File: config.mk
export PLATFORM = sky130hd
export DESIGN_NAME = cond_flag_unit
export DESIGN_NICKNAME = d
export VERILOG_FILES = /design/src/rtl/cond_flag_unit.sv
export SDC_FILE = /design/constraint.sdc
export NUM_CORES = 1
export LEC_CHECK = 0
export ABC_CLOCK_PERIOD_IN_PS = 6800
export CAP_MARGIN = 20
export CORE_MARGIN = 2
export CORE_UTILIZATION = 45
export DETAILED_ROUTE_END_ITERATION = 8
export MAX_ROUTING_LAYER = met4
export PLACE_DENSITY = 0.77
export SLEW_MARGIN = 20
export SYNTH_ARGS = -nofsm -noshare
export SYNTH_HDL_FRONTEND = slang
export SYNTH_SLANG_ARGS = --single-unit
File: constraint.sdc
create_clock -name clk_in -period 6.8 [get_ports clk_in]
set_input_delay 2.04 -clock clk_in [delete_from_list [all_inputs] [get_ports clk_in]]
set_output_delay 2.04 -clock clk_in [all_outputs]
set_load 0.005 [all_outputs]
File: src/rtl/cond_flag_unit.sv
// NZCV flag register with EX->ID bypass, ARM condition evaluation into the ID/EX stage, annul counter.
// Latency: 1 cycle cond_in -> cond_pass_out; flags update 1 cycle after an S instruction retires.
// Backpressure: stall_in holds the ID/EX stage and the counter; flush_in inserts a bubble.
module cond_flag_unit #(
    parameter int COUNT_WIDTH = 16,
    parameter bit NV_PASS     = 1'b0
) (
    input  logic                   clk_in,
    input  logic                   reset_in,
    input  logic [3:0]             flags_in,
    input  logic                   s_in,
    input  logic                   ex_valid_in,
    input  logic [3:0]             cond_in,
    input  logic                   id_valid_in,
    input  logic                   stall_in,
    input  logic                   flush_in,
    output logic [3:0]             flags_reg_out,
    output logic                   carry_out,
    output logic                   valid_out,
    output logic                   cond_pass_out,
    output logic [COUNT_WIDTH-1:0] annul_count_out
);

    localparam logic [COUNT_WIDTH-1:0] CNT_MAX = '1;
    localparam logic [COUNT_WIDTH-1:0] CNT_ONE = {{(COUNT_WIDTH-1){1'b0}}, 1'b1};

    logic       wr;
    logic [3:0] eff;
    logic       fn, fz, fc, fv;
    logic       cond_ok;

    // A flag write retiring this cycle is visible to the instruction in ID now.
    always_comb begin
        wr  = ex_valid_in & s_in;
        eff = wr ? flags_in : flags_reg_out;
        fv  = eff[3];
        fc  = eff[2];
        fz  = eff[1];
        fn  = eff[0];
        cond_ok = 1'b0;
        case (cond_in)
            4'b0000: cond_ok = fz;
            4'b0001: cond_ok = ~fz;
            4'b0010: cond_ok = fc;
            4'b0011: cond_ok = ~fc;
            4'b0100: cond_ok = fn;
            4'b0101: cond_ok = ~fn;
            4'b0110: cond_ok = fv;
            4'b0111: cond_ok = ~fv;
            4'b1000: cond_ok = fc & ~fz;
            4'b1001: cond_ok = ~fc | fz;
            4'b1010: cond_ok = (fn == fv);
            4'b1011: cond_ok = (fn != fv);
            4'b1100: cond_ok = ~fz & (fn == fv);
            4'b1101: cond_ok = fz | (fn != fv);
            4'b1110: cond_ok = 1'b1;
            default: cond_ok = NV_PASS;
        endcase
    end

    always_ff @(posedge clk_in) begin
        if (reset_in) begin
            flags_reg_out   <= 4'b0000;
            valid_out       <= 1'b0;
            cond_pass_out   <= 1'b0;
            annul_count_out <= '0;
        end else begin
            if (wr)
                flags_reg_out <= flags_in;
            if (flush_in) begin
                valid_out     <= 1'b0;
                cond_pass_out <= 1'b0;
            end else if (!stall_in) begin
                valid_out     <= id_valid_in;
                cond_pass_out <= id_valid_in & cond_ok;
                if (id_valid_in && !cond_ok && annul_count_out != CNT_MAX)
                    annul_count_out <= annul_count_out + CNT_ONE;
            end
        end
    end

    // Registered only: an EX instruction never sees its own flags_in as carry.
    assign carry_out = flags_reg_out[2];

endmodule

## Word level (Yosys, flattened, before mapping)

Cells that the tools add are included.

- Bitwise logic cells: 12
- Add/subtract/negate cells: 1
- Mux-type cells: 2
- Equal/unequal tests: 17
- Reduce and logical (&&, ||, !) cells: 6

Operator list:

| cell | count |
|---|---|
| $eq A4 B4 Y1 const B | 7 |
| $add A16 B1 Y16 const B | 1 |
| $eq A4 B3 Y1 const B | 4 |
| $ne A16 B16 Y1 const B | 1 |
| $pmux W1 S15 | 1 |
| $eq A4 B2 Y1 const B | 2 |
| $not A1 Y1 | 6 |
| $and A1 B1 Y1 | 4 |
| $eq A4 B1 Y1 const B | 1 |
| $logic_not A4 Y1 | 1 |
| $mux W4 | 1 |
| $reduce_and A3 Y1 | 1 |
| $logic_and A1 B1 Y1 | 2 |
| $or A1 B1 Y1 | 2 |
| $reduce_or A2 Y1 | 1 |
| $eq A1 B1 Y1 | 1 |
| $logic_not A1 Y1 | 1 |
| $ne A1 B1 Y1 | 1 |

- Flip-flop bits (word level): 22
- Word-level logic and storage cells: 42
- Input port bits: 15

## Longest topological paths before layout

Gate-level depths: netlist of run 1.

- Depth after elaboration: 9
- Mapped depth: 10
- Gate-level depth less buffers: 7

## Least setup slack after synthesis of run 1

No wires, ideal clock.

- Path kind: input to register
- Start: input port cond_in[1]
- End: register annul_count_out[12]
- Slack: 2,944 ps
- Data arrival time: 3,735 ps
- Required time: 6,679 ps
- Stages on the path: 7
- Path buffers: 0
- Cells stage by stage: inv_2 > mux4_2 > xor2_1 > o221ai_2 > nand4_4 > nor4_1 > mux2_2

- Cells in the longest elaborated chain, start to end: 6
- Elaborated cells on any way between the ends: 20
- Those cells by class: eq/ne (14); mux (1); reduce/logical (5)

RTL lines:

| what | line | source |
|---|---|---|
| from (decl) | 13 | `input logic [3:0] cond_in,` |
| $eq A4 B4 Y1 (tied with other cells) | 41 | `case (cond_in)` |
| $pmux W1 S15 (*) | 41 |  |
| $logic_not A1 Y1 (*) | 76 | `if (id_valid_in && !cond_ok && annul_count_out != CNT_MAX)` |
| $logic_and A1 B1 Y1 (*) (2 in a row) | 76 |  |
| $reduce_and A3 Y1 (no source line) (*) | n/a |  |
| to (signal assigned) | 77 | `annul_count_out <= annul_count_out + CNT_ONE;` |
| to (decl) | 21 | `output logic [COUNT_WIDTH-1:0] annul_count_out` |

Mark *: on every way between the ends. The rest lies on a longest branch, timed or not.
A chain may end at the register's enable or synchronous reset.

## Worst setup path in the final report of run 1

- Start: input port ex_valid_in
- End: register annul_count_out[12]

- Cells in the longest elaborated chain, start to end: 9
- Elaborated cells on any way between the ends: 17
- Those cells by class: eq/ne (2); mux (2); bitwise (9); reduce/logical (4)

RTL lines:

| what | line | source |
|---|---|---|
| from (decl) | 12 | `input logic ex_valid_in,` |
| $and A1 B1 Y1 (*) | 34 | `wr = ex_valid_in & s_in;` |
| $mux W4 (*) | n/a |  |
| $ne A1 B1 Y1 (tied with other cells) | 53, 55 |  |
| $or A1 B1 Y1 (tied with other cells) | 55 | `4'b1101: cond_ok = fz \| (fn != fv);` |
| $pmux W1 S15 (*) | 41 |  |
| $logic_not A1 Y1 (*) | 76 |  |
| $logic_and A1 B1 Y1 (*) (2 in a row) | 76 |  |
| $reduce_and A3 Y1 (no source line) (*) | n/a |  |

Marks and branches as above.

==> results of run 1 <==
## area by class of cell
| class | count | area (um^2) | area share |
|---|---|---|---|
| timing repair buffer | 37 | 370.4 | 0.2246 |
| inverter | 3 | 11.26 | 0.006829 |
| sequential | 22 | 440.4 | 0.2671 |
| tap | 31 | 38.79 | 0.02352 |
| clock buffer | 4 | 36.28 | 0.02200 |
| multi-input combinational | 118 | 752.0 | 0.4560 |
## path summary, 6_finish.rpt
check                             end              from  cells after the start  slack [ns]
setup / recovery  annul_count_out[12]       ex_valid_in                      8        2.38
hold / removal              valid_out         valid_out                      2        0.50
setup reg to reg  annul_count_out[12]  flags_reg_out[2]                      6        4.45
hold reg to reg             valid_out         valid_out                      2        0.50
## power groups by stage
stage	clock network [mW]	registers, mW	logic, mW
floorplan	0	0.135	0.0202
global route	0.0795	0.133	0.0405
global placement	0	0.135	0.0363
CTS	0.0724	0.132	0.0372
detailed placement	0	0.135	0.0368
finish	0.0725	0.132	0.0371
## layer usage
metal | up-vias | part of all wire
met1 | 563 | 0.45
met4 | 0 | 0.030
met3 | 9 | 0.066
met5 | - | 0
met2 | 41 | 0.46
li1 | 613 | -
## metrics by stage
stage               utilization  total power [mW]
floorplan                     -            0.1554
global placement         0.6004            0.1715
detailed placement       0.6004            0.1720
CTS                      0.6139            0.2419
global route             0.6139            0.2527
finish                   0.6139            0.2420
## cell usage after synthesis (2+ instances only)
| cell type | number | share of area |
|---|---|---|
| nor2b_1 | 4 | 0.020 |
| clkbuf_1 | 4 | 0.012 |
| o21ai_0 | 11 | 0.044 |
| xor2_1 | 2 | 0.014 |
| inv_1 | 2 | 0.0060 |
| mux2i_1 | 5 | 0.040 |
| nor3_1 | 2 | 0.0081 |
| nand4_1 | 5 | 0.025 |
| and4_1 | 2 | 0.014 |
| or3_1 | 11 | 0.055 |
| and2b_1 | 2 | 0.012 |
| mux2_2 | 3 | 0.027 |
| dfxtp_1 | 22 | 0.35 |
| a211oi_1 | 2 | 0.012 |
| nand2_1 | 14 | 0.042 |
| nor2_1 | 12 | 0.036 |
| and3_1 | 4 | 0.020 |
| a21boi_0 | 2 | 0.012 |
| nand3_1 | 5 | 0.020 |
| xnor2_1 | 2 | 0.014 |
| o31ai_1 | 2 | 0.012 |
| a21oi_1 | 13 | 0.052 |
## state kept, by name (all words and copies together), names as in the netlist
name	cells
cond_pass_out	1
annul_count_out	16
flags_reg_out	4
valid_out	1
## worst max-delay path, delay by kind of cell
| family | cells | cell delay [ns] |
|---|---|---|
| multiplexers | 1 | 0.36 |
| AO/OA/AOI/OAI | 3 | 0.92 |
| buffers and inverters | 1 | 0.52 |
| AND/OR/NAND/NOR | 3 | 0.80 |
## kinds of logic (layout without fill, tap and decap cells)
| logic type | Yosys count | in the layout | share of synthesized area |
|---|---|---|---|
| AOI/OAI and AO/OA | 36 | 36 | 0.1782 |
| xor gates and xnor gates | 4 | 4 | 0.02820 |
| adders and majority gates | 1 | 1 | 0.01007 |
| buffers and inverters | 10 | 44 | 0.04028 |
| DFF | 22 | 22 | 0.3545 |
| muxes | 9 | 9 | 0.08560 |
| and+or+nand+nor | 68 | 68 | 0.3031 |
==> flow_summary.yaml, run 1 <==
finish:
  finalInstanceArea_um2: 1649
  fillCellCount: 258
  layout.nets: 201
  final_cell_mix: "clkdlybuf4s50_1, dfxtp_1, nand2_1, a21oi_1, nor2_1"
  instances_no_fill: 215
  antenna_cells: 0
  drive_above_1_share: 0.07065
  synthToLayoutAreaGrowth_pct: 32.73
  layout_commonest_cell: "clkdlybuf4s50_1"
logic_synthesis:
  yosysSeqAreaShare: 0.3545
  synth_seq_cells: 22
  async_flop_share: 0
  synth_edf_count: 0
  synth_flop_cell: "dfxtp_1"
  synth.cell_area_um2: 1242
  avgSynthCellArea_um2: 8.283
  postSynthCellCount: 150
  yosysUniqueCellTypes: 41
  synth-warning-count: 0
  syn-num-nets: 166
global_route:
  grt_util_met1: 0.2374
  overflow: 0
  use_met2: 0.2907
  grt_util_all_layers: 0.1862
  grt_pass1_vias: 1140
  use_met3: 0.02535
  grt-busiest-layer: "met2"
  grt_pass1_wl_um: 4712
  grt_max_degree: 29
  antenna_found_initial: 0
timing:
  hold-worst-slack_ns: 0.4975
  fmax_mhz: 226.2
  setup_violations: 0
  setup_tns_ns: 0
  fin_crit_ns: 4.421
  tightest_slew_ns: 0.8127
  hold_viol: 0
  fin_crit_sh: 0.6502
  fin_ws_ns: 2.379
  drv_slew: 0
  maxSlewHeadroom: 0.4565
  skew_ns: 0.008725
  rsz0062_at_grt: "no"
route:
  drc: 0
  wirelength_um: 2771
  antenna_left: 0
  drt_iter0_drc: 37
  vias_per_cell: 5.702
  vias: 1226
  wl_per_cell_um: 12.89
  first_pass_iters: 4
clock_tree:
  htree_levels: 1
  clk_latency_ns: 0.31
  postCtsSetupRepairBufs: 0
  numCtsBuffers: 3
  clk_pin_slew_ns: 0.12
  clock_path_buffers: 2
  cts_tree: "built"
  clockRootBuffer: "clkbuf_4"
  cts_hold_buffers: 0
  cts_resized: 0
  clkSinkCount: 22
floorplanning:
  start_util: 0.4625
  die_h_um: 56.55
  die_w_um: 56.55
  core_area_um2: 2686
  pin_count: 38
  rows: 19
  die-area_um2: 3197
worst_setup_path:
  endpoint_kind: "register"
  cpPeakStageDelay_ns: 0.52
  critPathArrivalTime_ns: 4.64
  path_class: "primary input to register"
  crit_required_ns: 7.02
  crit_slowest_cell: "clkdlybuf4s50_1"
  crit_fanout: 28
  crit_path_start_kind: "primary input"
  cp_cell_sequence: "clkdlybuf4s50_1, nand2_2, a2111oi_0, a211oi_1, o221ai_2, nand4_4, nor4_1, mux2_2"
job:
  maxCapViolCount: 0
power_and_ir_drop:
  peakVddDrop_uv: 99.52
  p_clk_frac: 0.300
  comb_power_share: 0.153
  p_int_mw: 0.1830
  pwr_density_cell_nw_per_um2: 146.7
  seq_power_share: 0.547
  sw_frac_of_total: 0.2436
  switching_power_mw: 0.05893
  p_leak_nw: 0.5703
placement:
  place_ws_ns: 2.057
  io_buffers: 37
  dpl_cell_area_um2: 1613
  gp_congestion: 0.8754
  dp_hpwl_um: 2080
  placed_cells: 211
status:
  run_status: "finished clean"
worst_hold_path:
  hold_class: "register to register"
Power figures use the tool's default switching activity.
==> run 2, diff against run 1 <==
ABC_CLOCK_PERIOD_IN_PS = 3700   (was 6800)
CORE_UTILIZATION = 41   (was 45)
PLACE_DENSITY = 0.74   (was 0.77)
clock period = 3.7 ns   (was 6.8 ns; I/O delays follow)
==> flow_summary.yaml, run 2 (synthesis results as in run 1) <==
status:
  run_status: "finished clean"
timing:
  fin_crit_sh: 0.9400
  setup_violations: 0
  hold_viol: 0
  fmax_mhz: 287.5
  maxSlewHeadroom: 0.4311
  fin_crit_ns: 3.478
  skew_ns: 0.0009641
  tightest_slew_ns: 0.8507
  drv_slew: 0
  rsz0062_at_grt: "no"
placement:
  io_buffers: 37
  dp_hpwl_um: 2412
  dpl_cell_area_um2: 1635
  gp_congestion: 0.8751
power_and_ir_drop:
  pwr_density_cell_nw_per_um2: 257.9
  p_leak_nw: 0.5769
  finalPower_mw: 0.4275
  peakVddDrop_uv: 127.4
clock_tree:
  clk_latency_ns: 0.30
  cts_hold_buffers: 0
  cts_tree: "built"
  htree_levels: 1
  cts_resized: 0
  numCtsBuffers: 3
  clkSinkCount: 22
  clock_path_buffers: 2
  postCtsSetupRepairBufs: 0
  clockRootBuffer: "clkbuf_4"
  clk_pin_slew_ns: 0.12
finish:
  largest-register: "annul_count_out"
  largest_reg_flops: 16
  reg_top3: "annul_count_out x16, flags_reg_out x4"
  fillCellCount: 277
  synthToLayoutAreaGrowth_pct: 33.43
  antenna_cells: 0
  layout_commonest_cell: "clkdlybuf4s50_1"
  finalInstanceArea_um2: 1658
  final_cell_mix: "clkdlybuf4s50_1, dfxtp_1, nand2_1, a21oi_1, nor2_1"
  drive_above_1_share: 0.08065
  layout.nets: 204
  final_util: 0.5860
job:
  maxCapViolCount: 0
global_route:
  grt_pass1_wl_um: 5306
  grt_max_degree: 25
  antenna_found_initial: 0
  overflow: 0
  grt_util_all_layers: 0.2027
  grt_pass1_vias: 1214
route:
  antenna_left: 0
  wl_per_cell_um: 14.94
  drc: 0
  vias: 1253
  first_pass_iters: 4
  vias_per_cell: 5.774
  drt_iter0_drc: 60
  wirelength_um: 3241
worst_setup_path:
  crit_fanout: 19
  crit_path_start_kind: "primary input"
  critPathArrivalTime_ns: 3.69
  crit_required_ns: 3.91
  path_class: "primary input to register"
  endpoint_kind: "register"
floorplanning:
  start_util: 0.4392
  core_area_um2: 2829
  die-area_um2: 3487
  die_w_um: 59.05
  die_h_um: 59.05
  pin_count: 38
  rows: 19
worst_hold_path:
  hold_class: "register to register"
==> run 2: cell type report <==
class | count | area, um^2 | area share
Multi-Input combinational cell | 118 | 752.0 | 0.4536
Sequential cell | 22 | 440.4 | 0.2657
Timing Repair Buffer | 40 | 392.9 | 0.2370
Tap cell | 31 | 38.79 | 0.02340
Clock buffer | 3 | 22.52 | 0.01358
Inverter | 3 | 11.26 | 0.006792
==> run 2: worst paths after layout <==
kind                    start             endpoint  slack (ns)  cells past startpoint
max               ex_valid_in  annul_count_out[12]        0.22                      8
min                 valid_out            valid_out        0.49                      2
max reg2reg  flags_reg_out[2]  annul_count_out[12]        1.30                      6
min reg2reg         valid_out            valid_out        0.49                      2
==> run 2: through the flow <==
step / hold slack (ns) / cells / worst slack (ns) / setup TNS (ns)
after CTS: 0.4933 / 217 / 0.2754 / 0
after global routing: 0.5261 / 217 / 0.1269 / 0
after floorplan: 0.4614 / 150 / 0.7741 / 0
final: 0.4938 / 217 / 0.2221 / 0
after detailed placement: 0.4721 / 214 / -0.05662 / -0.05662
after global placement: 0.4677 / 214 / 0.1107 / 0
==> run 2: where the power goes <==
part           switching, mW  internal [mW]
Sequential           0.00307          0.240
Clock                 0.0742         0.0380
Combinational         0.0341         0.0379
Total                  0.111          0.316
==> run 2: layer usage <==
metal / part of all wire / track usage / vias up
li1: - / - / 623
met1: 0.47 / 0.2500 / 582
met2: 0.47 / 0.3302 / 44
met3: 0.048 / 0.02620 / 4
met4: 0.010 / 0.09091 / 0
met5: 0 / - / -
==> run 2: critical path, stage by stage <==
cell and delay, ns:
clkdlybuf4s50_1 0.55, nand2_2 0.15, a2111oi_0 0.44, a211oi_1 0.12, o221ai_2 0.27, nand4_4 0.27, nor4_1 0.40, mux2_2 0.37
==> RTL change 1: new RTL, config.mk and constraints of run 2 <==
Set the parameter `COUNT_WIDTH` to 24 (it was 16).
--- a/src/rtl/cond_flag_unit.sv
+++ b/src/rtl/cond_flag_unit.sv
@@ -2,7 +2,7 @@
 // Latency: 1 cycle cond_in -> cond_pass_out; flags update 1 cycle after an S instruction retires.
 // Backpressure: stall_in holds the ID/EX stage and the counter; flush_in inserts a bubble.
 module cond_flag_unit #(
-    parameter int COUNT_WIDTH = 16,
+    parameter int COUNT_WIDTH = 24,
     parameter bit NV_PASS     = 1'b0
 ) (
     input  logic                   clk_in,
Ports: changed (resized annul_count_out); port bits go from 38 to 46. The function was not compared with the original's and may differ.
==> RTL change 1 against run 2 <==
Total power increased by 70%. Sequential cell count increased by 8. Worst setup slack gained 0.22 ns. Area after synthesis increased by 28%. Design area increased by 32%. Cell count up 30%. Sequential power is 36% higher. Routed wire length increased by 13%. Critical path type unchanged. Largest cell class unchanged.
==> RTL change 1: results (changes against run 2) <==
stage,metric,value,unit,change
setup_path,rr_startpoint,annul_count_out[0],,
clock_network,path_clk_slew,0.06,ns,-0.06 ns
yosys,synth_cell_types,39,,-4.9%
grt,grt_pass1_wl,5.94,mm,+12%
worst_hold_path,min_from,annul_count_out[5],,
clock_network,cts-htree-levels,2,,+1
timing,finalClockSkew,0.00294,ns,+0.00198 ns
yosys,synth_area_leaders,"dfxtp_1 (38%), a21oi_1 (6.3%), or3_1 (5.1%)",,
placement,placed_area,2090,µm²,+28%
setup_path,cpLargestDelayFamily,simple AND/OR/NAND/NOR gates,,
placement,place_inst,275,,+29%
placement,place.port_buffers,45,,+22%
clock_network,postCtsResizedCells,0,,unchanged
drt,drt_pass1_iterations,4,,unchanged
clock_network,cts-buffers-inserted,5,,+2
layout,top_regs,"annul_count_out (24), flags_reg_out (4)",,
power,ir_drop,0.193,mV,+51%
yosys,synth_common_cells,"dfxtp_1 (30), a21oi_1 (20), nand2_1 (14)",,
yosys,netlist_instances,188,,+25%
drt,dr.first_iter.drc_count,59,,-1.7%
status,status,finished clean,,
setup_path,cp_data_arrival_time,3.46,ns,-0.23 ns
layout,nNetsFinal,250,,+23%
clock_network,clkLatencyLatePin,0.28,ns,-0.02 ns
placement,place_ws,0.163,ns,+0.220 ns
layout,drive_gt1_share,7.66,%,-0.40 points
layout,stdcell_count,283,,+30%
setup_path,critPathLaunch,s_in,,
clock_network,post_cts.repair.setup_buffers,0,,unchanged
layout,fill_cells,355,,+28%
grt,grt_pass1_vias,1308,,+7.7%
power,p_leak,0.733,nW,+27%
yosys,synth-main-ff-cell,dfxtp_1,,
placement,hpwl,2.62,mm,+8.7%
drt,wl_per_cell,13.0,µm,-13%
grt,grt_max_degree,33,,+32%
drt,drt-met1-wl,1.83,mm,+19%
placement,place_congestion,0.778,,-11%
drt,wl_met3,195,µm,+24%
drt,dr.max_layer_used,met4,,
drt,wl_met2,1.59,mm,+5.3%
yosys,syn-num-nets,204,,+23%
yosys,ys_seq_area_share,37.8,%,+2.4 points
drt,viasPerCell,5.55,,-3.9%
setup_path,slowest_stage,or4_1,,
grt,grt_util_all_layers,17.9,%,-2.4 points
clock_network,cts-root-buf,clkbuf_8,,
setup_path,critPathMaxStageDelay,0.46,ns,-0.09 ns
timing,slew_headroom,69.8,%,+27 points
setup_path,cp_max_fo,32,,+13
[RTL change 1: cell count changes after synthesis, sizes merged, moves of 3 or more]
| cell | before | now |
|---|---|---|
| dfxtp | 22 | 30 |
| or4 | 1 | 7 |
| mux2 | 3 | 0 |
| o31ai | 2 | 7 |
| and3 | 4 | 1 |
| a21oi | 13 | 20 |
| mux2i | 5 | 8 |
| nand3 | 5 | 12 |
| xor2 | 2 | 5 |
[RTL change 1: final timing paths]
path	to	slack, ns	cells after the start
worst max register to register	annul_count_out[13]	1.35	8
worst max-delay path	annul_count_out[13]	0.44	10
worst min register to register	annul_count_out[5]	0.51	2
worst min-delay path	annul_count_out[5]	0.51	2
[RTL change 1: power breakdown]
group	switching, mW	total, mW	internal [mW]
registers	0.00322	0.330	0.326
logic	0.0417	0.0861	0.0443
clock network	0.122	0.310	0.188
total	0.167	0.726	0.558
[RTL change 1: worst min-delay path: cells and delay by family, from the launching register on]
kind            cells  cell delay [ns]
flops               1             0.34
compound gates      2             0.12
[RTL change 1: kinds of logic (layout without fill, tap and decap cells)]
family                     count (synthesis)  count (layout)  share of synthesized area [%]
AOI/OAI and AO/OA                         48              48                           19.1
xor gates and xnor gates                   9               9                           4.96
adders and majority gates                  1               1                          0.788
buffers and inverters                     11              58                           3.70
DFF                                       30              30                           37.8
muxes                                      8               8                           5.28
and+or+nand+nor                           81              81                           28.4
[RTL change 1: layout make-up]
class,instances,area (µm²),area share [%]
multi-input cells,147,928,42.3
inverters,1,3.75,0.171
well taps,48,60.1,2.74
flip-flops and latches,30,601,27.4
clock buffers,8,110,5.01
repair buffers,49,493,22.5
[RTL change 1: routing by layer]
metal | global-route usage (%) | up-vias
met1 | 23.4 | 732
met4 | 6.12 | 0
met3 | 5.11 | 5
met5 | - | -
met2 | 26.4 | 39
li1 | - | 794
==> RTL change 2: new RTL, settings of run 2 <==
Made on the original files. Reset style: asynchronous (`reset_in`), changed in one clocked block.
--- a/src/rtl/cond_flag_unit.sv
+++ b/src/rtl/cond_flag_unit.sv
@@ -58,7 +58,7 @@
         endcase
     end
 
-    always_ff @(posedge clk_in) begin
+    always_ff @(posedge clk_in or posedge reset_in) begin
         if (reset_in) begin
             flags_reg_out   <= 4'b0000;
             valid_out       <= 1'b0;
Check against the original RTL: differs if reset_in is asserted again (counterexample within 4 cycles, from zero or initial values and one cycle with reset_in high); with reset_in held inactive, the same outputs for 10 cycles.
==> RTL change 2 against run 2 <==
Sequential cell count unchanged. Worst setup slack better by 0.24 ns. Area after synthesis up 2.7%. Routed wire length down 13%. Design area up 1.6%. Critical path depth unchanged.
Power is not compared: it rests on default switching activity, and its combinational part moved more than twofold at a synthesized area within 25%.
==> RTL change 2: results (changes against run 2) <==
stage,metric,value,unit,change
yosys,synth-main-ff-cell,dfrtp_1,,
layout,seqCellArea,551,µm²,+25%
setup_path,reg2reg_depth,7,,+1
grt,grt_max_degree,23,,-8.0%
yosys,synth_area_leaders,"dfrtp_1 (43%), xnor2_1 (12%), nand4_1 (4.4%)",,
yosys,synth_fa_ha_area_share,0.980,%,-0.027 points
status,status,finished clean,,
layout,nNetsFinal,172,,-16%
placement,place_congestion,0.826,,-5.6%
timing,post-route-period-util,87.6,%,-6.4 points
worst_hold_path,min_from,annul_count_out[7],,
setup_path,r2r_slack,1.41,ns,+0.11 ns
clock_network,path_clk_slew,0.12,ns,about the same
placement,place_inst,184,,-14%
yosys,ys_seq_area_share,43.1,%,+7.7 points
layout,signal_buffers,37,,-7.5%
yosys,synth_compound_area_share,9.31,%,-8.5 points
layout,multi_input_area,692,µm²,-8.0%
layout,design.seq.count,22,,unchanged
layout,inv_count,2,,-1
drt,wl_per_cell,15.1,µm,+1.4%
layout,drive_gt1_share,11.7,%,+3.6 points
worst_hold_path,hold_end,annul_count_out[7],,
grt,grt_pass1_wl,4.75,mm,-11%
drt,vias,1086,,-13%
setup_path,cpLargestDelayFamily,multiplexers,,
timing,finalClockSkew,0.0126,ns,+0.0116 ns
setup_path,cp_max_fo,16,,-3
setup_path,rr_startpoint,flags_reg_out[3],,
grt,grt_util_all_layers,17.8,%,-2.5 points
yosys,syn-num-nets,134,,-19%
layout,fill_cells,279,,+0.72%
placement,place_ws,0.181,ns,+0.237 ns
clock_network,cts-htree-levels,1,,unchanged
yosys,muxShareOfSynthArea,6.27,%,-2.3 points
worst_hold_path,hold_path_depth,1,,-1
yosys,synth_cell_types,43,,+4.9%
placement,hpwl,2.11,mm,-13%
layout,clock_area_share,1.34,%,-0.021 points
yosys,yosys.area_share.xor_xnor,12.4,%,+9.5 points
timing,hold_slack,0.511,ns,+0.0170 ns
yosys,synth-async-reset-ratio,100,%,+100 points
setup_path,cp_data_arrival_time,3.42,ns,-0.27 ns
layout,nonClkBufAreaFrac,22.0,%,-1.7 points
layout,fin_util,56.1,%,-2.5 points
setup_path,worstReg2RegEnd,annul_count_out[1],,
yosys,synth_common_cells,"dfrtp_1 (22), xnor2_1 (17), nand3_1 (9), nand4_1 (9)",,
setup_path,critPathMaxStageDelay,0.57,ns,+0.02 ns
drt,dr.first_iter.drc_count,41,,-32%
die,die_area,3570,µm²,+2.5%
drt,drt_pass1_iterations,5,,+1
layout,multi_input_cells,90,,-24%
timing,worst_slew_pin_slew,0.842,ns,-0.00894 ns
drt,drt-total-wl,2.83,mm,-13%
yosys,netlist_instances,118,,-21%
placement,placed_area,1660,µm²,+1.6%
clock_network,postCtsResizedCells,0,,unchanged
RTL change 2: cell count changes after synthesis, moves of 3 or more:
cell / before / now
nand4_1: 5 / 9
and3_1: 4 / 7
nor2_1: 12 / 3
dfrtp_1: 0 / 22
mux2i_1: 5 / 1
dfxtp_1: 22 / 0
o21ai_0: 11 / 1
nand2_1: 14 / 7
xnor2_1: 2 / 17
a21oi_1: 13 / 0
or3_1: 11 / 0
nand3_1: 5 / 9
RTL change 2: per-layer routing:
| layer | global-route usage, % | routed length (µm) |
|---|---|---|
| met1 | 23.3 | 1290 |
| met2 | 28.7 | 1370 |
| met3 | 2.81 | 152 |
| met4 | 4.76 | 22 |
| met5 | - | 0 |
RTL change 2: where the power goes:
group | switching [mW] | total [mW] | internal, mW
sequential | 0.0318 | 0.300 | 0.269
clock | 0.0667 | 0.105 | 0.0379
combinational | 0.0806 | 0.192 | 0.112
